## src/rtl/min_exec_unit_p.sv

```systemverilog
// Multi-cycle MIN execution unit: fetch/decode/execute FSM with a register file,
// NZVC flags and a req/ack port to a unified instruction/data memory.
module min_exec_unit_p #(
  parameter int DW   = 16,
  parameter int NREG = 16,
  parameter int AW   = 8
) (
  input  logic          clk,
  input  logic          reset,
  input  logic          run,
  input  logic [AW-1:0] pc_init,
  input  logic          init_we,
  input  logic [3:0]    init_sel,
  input  logic [DW-1:0] init_data,
  output logic [DW-1:0] dbg_data,
  output logic          mem_req,
  output logic          mem_we,
  output logic [AW-1:0] mem_addr,
  output logic [DW-1:0] mem_wdata,
  input  logic [DW-1:0] mem_rdata,
  input  logic          mem_ack,
  output logic [AW-1:0] pc,
  output logic [15:0]   ir,
  output logic          z,
  output logic          n,
  output logic          c,
  output logic          v,
  output logic          halted,
  output logic          illegal
);

  typedef enum logic [3:0] {
    S_IDLE, S_FETCH, S_DECODE, S_EXT, S_ADDR, S_MRD, S_EXEC, S_MWR, S_HALT
  } state_t;

  localparam logic [5:0] OP_HALT = 6'h00, OP_LD  = 6'h01, OP_ST  = 6'h02,
                         OP_TST  = 6'h03, OP_BRZ = 6'h05, OP_BRA = 6'h06,
                         OP_ADD  = 6'h0C, OP_SUB = 6'h14, OP_AND = 6'h1C,
                         OP_OR   = 6'h24, OP_XOR = 6'h2C;
  localparam logic [4:0] NREG_L = 5'(NREG);

  state_t state, state_nxt;

  // Always 16 entries so 4-bit indices stay in range; entries >= NREG are never written.
  logic [DW-1:0] regs [16];
  logic [DW-1:0] t;
  logic [DW-1:0] opnd;
  logic [AW-1:0] ea;

  logic [5:0] op;
  logic [3:0] rx, ry;
  logic [1:0] mode;
  logic [DW-1:0] rx_val, ry_val;
  logic [AW-1:0] ea_calc;
  logic op_legal, is_alu, bad_reg, bad_mode, is_illegal, needs_mrd;
  logic [DW:0] sum, diff;
  logic [DW-1:0] alu_res;
  logic alu_c, alu_v;

  assign op     = ir[15:10];
  assign rx     = ir[9:6];
  assign mode   = ir[5:4];
  assign ry     = ir[3:0];
  assign rx_val = regs[rx];
  assign ry_val = regs[ry];
  assign ea_calc = (mode == 2'b10) ? ry_val[AW-1:0] + t[AW-1:0] : ry_val[AW-1:0];
  assign sum    = {1'b0, rx_val} + {1'b0, opnd};
  assign diff   = {1'b0, rx_val} - {1'b0, opnd};
  assign dbg_data = regs[init_sel];
  assign halted   = (state == S_HALT);

  always_comb begin
    op_legal = 1'b0;
    is_alu   = 1'b0;
    case (op)
      OP_HALT, OP_LD, OP_ST, OP_TST, OP_BRZ, OP_BRA: op_legal = 1'b1;
      OP_ADD, OP_SUB, OP_AND, OP_OR, OP_XOR: begin
        op_legal = 1'b1;
        is_alu   = 1'b1;
      end
      default: ;
    endcase
    bad_reg    = ({1'b0, rx} >= NREG_L) || ({1'b0, ry} >= NREG_L);
    bad_mode   = ((op == OP_ST || op == OP_BRZ || op == OP_BRA) && mode == 2'b11) ||
                 (op == OP_ST && mode == 2'b00);
    is_illegal = !op_legal || bad_reg || bad_mode;
    needs_mrd  = (mode == 2'b01 || mode == 2'b10) && (op == OP_LD || op == OP_TST || is_alu);
  end

  // SUB carry is the borrow bit of the widened difference.
  always_comb begin
    alu_res = rx_val;
    alu_c   = 1'b0;
    alu_v   = 1'b0;
    case (op)
      OP_ADD: begin
        alu_res = sum[DW-1:0];
        alu_c   = sum[DW];
        alu_v   = (rx_val[DW-1] == opnd[DW-1]) && (sum[DW-1] != rx_val[DW-1]);
      end
      OP_SUB: begin
        alu_res = diff[DW-1:0];
        alu_c   = diff[DW];
        alu_v   = (rx_val[DW-1] != opnd[DW-1]) && (diff[DW-1] != rx_val[DW-1]);
      end
      OP_AND: alu_res = rx_val & opnd;
      OP_OR:  alu_res = rx_val | opnd;
      OP_XOR: alu_res = rx_val ^ opnd;
      default: ;
    endcase
  end

  always_comb begin
    state_nxt = state;
    case (state)
      S_IDLE:   if (run) state_nxt = S_FETCH;
      S_FETCH:  if (mem_ack) state_nxt = S_DECODE;
      S_DECODE: begin
        if (is_illegal || op == OP_HALT) state_nxt = S_HALT;
        else if (mode[1])                state_nxt = S_EXT;
        else                             state_nxt = S_ADDR;
      end
      S_EXT:    if (mem_ack) state_nxt = S_ADDR;
      S_ADDR:   state_nxt = needs_mrd ? S_MRD : S_EXEC;
      S_MRD:    if (mem_ack) state_nxt = S_EXEC;
      S_EXEC:   state_nxt = (op == OP_ST) ? S_MWR : S_FETCH;
      S_MWR:    if (mem_ack) state_nxt = S_FETCH;
      S_HALT:   state_nxt = S_HALT;
      default:  state_nxt = S_IDLE;
    endcase
  end

  // Bus outputs come straight from registered state, so they hold until accepted.
  always_comb begin
    mem_req   = 1'b0;
    mem_we    = 1'b0;
    mem_addr  = '0;
    mem_wdata = '0;
    case (state)
      S_FETCH, S_EXT: begin
        mem_req  = 1'b1;
        mem_addr = pc;
      end
      S_MRD: begin
        mem_req  = 1'b1;
        mem_addr = ea;
      end
      S_MWR: begin
        mem_req   = 1'b1;
        mem_we    = 1'b1;
        mem_addr  = ea;
        mem_wdata = rx_val;
      end
      default: ;
    endcase
  end

  always_ff @(posedge clk) begin
    if (reset) begin
      state   <= S_IDLE;
      pc      <= pc_init;
      ir      <= '0;
      t       <= '0;
      opnd    <= '0;
      ea      <= '0;
      z       <= 1'b0;
      n       <= 1'b0;
      c       <= 1'b0;
      v       <= 1'b0;
      illegal <= 1'b0;
      for (int i = 0; i < 16; i++) regs[i] <= '0;
    end else begin
      state <= state_nxt;
      case (state)
        S_IDLE:
          if (init_we && ({1'b0, init_sel} < NREG_L)) regs[init_sel] <= init_data;
        S_FETCH:
          if (mem_ack) begin
            ir <= mem_rdata[15:0];
            pc <= pc + AW'(1);
          end
        S_DECODE:
          if (is_illegal) illegal <= 1'b1;
        S_EXT:
          if (mem_ack) begin
            t  <= mem_rdata;
            pc <= pc + AW'(1);
          end
        S_ADDR: begin
          ea   <= ea_calc;
          opnd <= (mode == 2'b11) ? t : ry_val;
        end
        S_MRD:
          if (mem_ack) opnd <= mem_rdata;
        S_EXEC: begin
          case (op)
            OP_LD:  regs[rx] <= opnd;
            OP_TST: begin
              z <= (opnd == '0);
              n <= opnd[DW-1];
              c <= 1'b0;
              v <= 1'b0;
            end
            OP_BRZ: if (z) pc <= ea;
            OP_BRA: pc <= ea;
            default:
              if (is_alu) begin
                regs[rx] <= alu_res;
                z        <= (alu_res == '0);
                n        <= alu_res[DW-1];
                c        <= alu_c;
                v        <= alu_v;
              end
          endcase
        end
        default: ;
      endcase
    end
  end

endmodule
```

## config.mk

```make
export PLATFORM = sky130hd
export DESIGN_NAME = min_exec_unit_p
export DESIGN_NICKNAME = d
export VERILOG_FILES = /design/src/rtl/min_exec_unit_p.sv
export SDC_FILE = /design/constraint.sdc
export NUM_CORES = 1
export LEC_CHECK = 0
export BUFFER_PORTS_ARGS = -buffer_cell sky130_fd_sc_hd__clkbuf_2
export CAP_MARGIN = 0
export CORE_MARGIN = 2
export CORE_UTILIZATION = 40
export CTS_BUF_LIST = sky130_fd_sc_hd__clkbuf_4 sky130_fd_sc_hd__clkbuf_8 sky130_fd_sc_hd__clkbuf_16
export CTS_CLUSTER_DIAMETER = 120
export DETAILED_ROUTE_END_ITERATION = 10
export SLEW_MARGIN = 40
export SYNTH_ARGS = -nofsm -noshare
export SYNTH_HDL_FRONTEND = slang
export SYNTH_SLANG_ARGS = --single-unit
export TNS_END_PERCENT = 1
```

## constraint.sdc

```tcl
create_clock -name clk -period 6.45 [get_ports clk]
set_clock_uncertainty 0.2 [all_clocks]
set_input_delay 0.3225 -clock clk [delete_from_list [all_inputs] [get_ports clk]]
set_output_delay 0.3225 -clock clk [all_outputs]
set_load 0.05 [all_outputs]
```

==> flow_metrics.tcl <==
set metrics [dict create \
    synth.area.top_cells "edfxtp_1, mux4_2, dfxtp_1" \
    initial_utilization 0.406 \
    switching_share 0.331 \
    first_pass_iters 5 \
    cts_setup_buffers 0 \
    grt_use_met2 0.446 \
    cts_root_buffer "clkbuf_16" \
    cts_buffers 38 \
    synth-main-ff-cell "edfxtp_1" \
    power_density_nw_per_um2 267 \
    fin_crit_ps 5580 \
    p_int_uw 4460 \
    fin_util 0.462 \
    seqPwrFrac 0.393 \
    tns_ps 0 \
    vias 17400 \
    syn_to_final_growth_pct 14.0 \
    clk_pin_slew_ps 60 \
    place_hpwl_mm 52.0 \
    die_area_um2 56600 \
    async_reset_ff_frac 0 \
    fmax_mhz 179 \
    critPathKind "flop to flop" \
    wl_mm 75.9 \
    critPathCaptureType "flop" \
    leakagePower_uw 0.00879 \
    worstMarginPinSlew_ps 934 \
    synth-edff-count 264 \
    die_w_um 238 \
    fill_cells 4835 \
    htreeDepth 2 \
    ys_types 75 \
    cts_tree "built" \
    layout_worst_path_cycle_share 0.865 \
    rows 85 \
    worstPathRequired_ps 6710 \
    avgSynthCellArea_um2 11.4 \
    setup_violations 0 \
    portBuffers 120 \
    synth_top_area_cell "edfxtp_1" \
    grt_usage 0.269 \
    status "complete, no violations" \
    clock_latency_ps 570 \
    cp_max_fo 19 \
    combPwrFrac 0.263 \
    p_clk_frac 0.344 \
    syn_nets 2027 \
    busiest_layer "met2" \
    nets 2126 \
    core_area_um2 53900 \
    die_h_um 238 \
    synth-seq-cells 337 \
    synthCells 1912 \
    drive_gt1_frac 0.258 \
    io_pins 121 \
    route.detailed.drc 0 \
    hold_violations 0 \
    synth_warnings 0 \
    hp-class "primary input to flop" \
    antenna_cells 0 \
    clock_sinks 337 \
    gp_congestion 0.922 \
    p_sw_uw 2200 \
    slew_headroom 0.376 \
    via_per_inst 6.34 \
    overflow 0 \
    first_global_vias 16800 \
    grt_pass1_wl_mm 113 \
    grt_max_degree 63 \
    drv_cap 0 \
    rsz0062_at_grt "no" \
    final_common_cell "nor2_1" \
    met1_usage 0.359 \
    drt_iter0_markers 1914 \
    cp-start-kind "flop" \
    fin_hold_ws_ps 66.0 \
    antenna_found_initial 0 \
    synthesis.area_um2 21900 \
    mostFrequentLayoutCells "nor2_1, edfxtp_1, mux4_2" \
    ir_drop_v 0.000170 \
    cts_buffer_depth 3 \
    drv_slew 0 \
    wire_per_inst_um 27.7 \
    use_met3 0.0401 \
    ant_nets 0 \
    synth_top_area_frac 0.362 \
    seq_area_frac_synth 0.429 \
    worst-endpoint-arrival_ps 5840 \
]
## path summary, 6_finish.rpt
path | cells after the start | slack, ps | startpoint | end
setup / recovery | 15 | 870 | flop | z$_SDFFE_PP0P_
hold reg to reg | 2 | 260 | t[14]$_SDFFE_PP0P_ | t[14]$_SDFFE_PP0P_
setup reg to reg | 15 | 870 | flop | z$_SDFFE_PP0P_
hold / removal | 3 | 70 | run | state[3]$_SDFFE_PP0P_
## cell usage after synthesis, types with 5 or more instances
cell type / instances
a22oi_1: 5
o31ai_1: 5
nor2b_1: 11
a221oi_1: 6
xor2_1: 6
mux2_2: 8
mux2i_1: 37
xnor2_1: 11
clkbuf_1: 112
buf_2: 15
nand2b_1: 12
a211oi_1: 30
nor2_1: 387
ha_1: 63
o21ai_0: 34
nand3_1: 24
o211ai_1: 20
and3_1: 5
and2_1: 7
a21oi_1: 109
edfxtp_1: 264
nor4_1: 8
o221ai_1: 5
a31oi_1: 5
o21ai_1: 10
nand2_1: 185
o22ai_1: 8
and4_1: 6
o21bai_1: 7
mux4_2: 234
a21o_1: 10
buf_1: 20
dfxtp_1: 73
o2111ai_1: 9
nand3b_1: 10
nor3_1: 21
inv_1: 61
## repair_timing
item | 4_1_cts | 5_1_grt
resized for setup | 0 | 0
endpoints found under the hold margin | 49 | 0
hold buffers | 25 | 0
setup endpoints to repair | 0 | 0
## final cells by class
type / count / area (um2) / area share
multi-input combinational: 1364 / 11800 / 0.472
sequential: 337 / 9400 / 0.377
timing repair buffer: 208 / 1360 / 0.0546
clock buffer: 44 / 1020 / 0.0409
tap: 696 / 871 / 0.0349
clock inverter: 25 / 288 / 0.0115
inverter: 62 / 233 / 0.00933
## worst max-delay path, stage by stage, from the launching register on
cell and delay (ps):
dfxtp_4 630, buf_4 360, mux4_2 540, mux4_2 590, inv_1 120, ha_1 300, nand2b_1 120, a21oi_1 210
a311oi_1 120, a211oi_1 670, a21boi_0 180, or4b_1 550, a21oi_2 140, o21bai_2 180, o2111ai_1 160, o41ai_2 370
## sequential cells by signal, indices dropped and copies added (netlist names), 4 cells and up, named ones only
signal / flops
opnd: 16
regs: 256
pc: 8
ir: 16
t: 16
ea: 8
state: 4
## per-stage QoR
stage | instance area, um2 | cells | setup WS, ps | total power [uW]
2_1_floorplan | 21900 | 1912 | 1180 | 3830
3_5_place_dp | 23300 | 2641 | 787 | 4380
4_1_cts | 24900 | 2735 | 771 | 6670
3_3_place_gp | 23300 | 2641 | 965 | 4370
6_report | 24900 | 2736 | 871 | 6660
5_1_grt | 24900 | 2736 | 585 | 6900
## logic make-up after synthesis
kind of cell               after synthesis  synth area share
xor gates and xnor gates                17           0.00681
buffers and inverters                  211            0.0376
adders and majority gates               66            0.0388
AOI/OAI and AO/OA                      301            0.0898
and+or+nand+nor                        701             0.136
DFF                                    337             0.429
muxes                                  279             0.262
## layer usage
metal / wire length, um / share of wire
met1: 29500 / 0.39
met2: 36800 / 0.48
met3: 6570 / 0.086
met4: 3120 / 0.041
met5: 0 / 0
## power groups by stage
stage          Combinational, uW  Clock [uW]  Sequential, uW
2_1_floorplan               1200           0            2620
3_3_place_gp                1710           0            2650
3_5_place_dp                1720           0            2660
4_1_cts                     1740        2310            2620
5_1_grt                     1860        2390            2640
6_report                    1750        2290            2620
No activity file was read; power rests on OpenSTA's default activity.
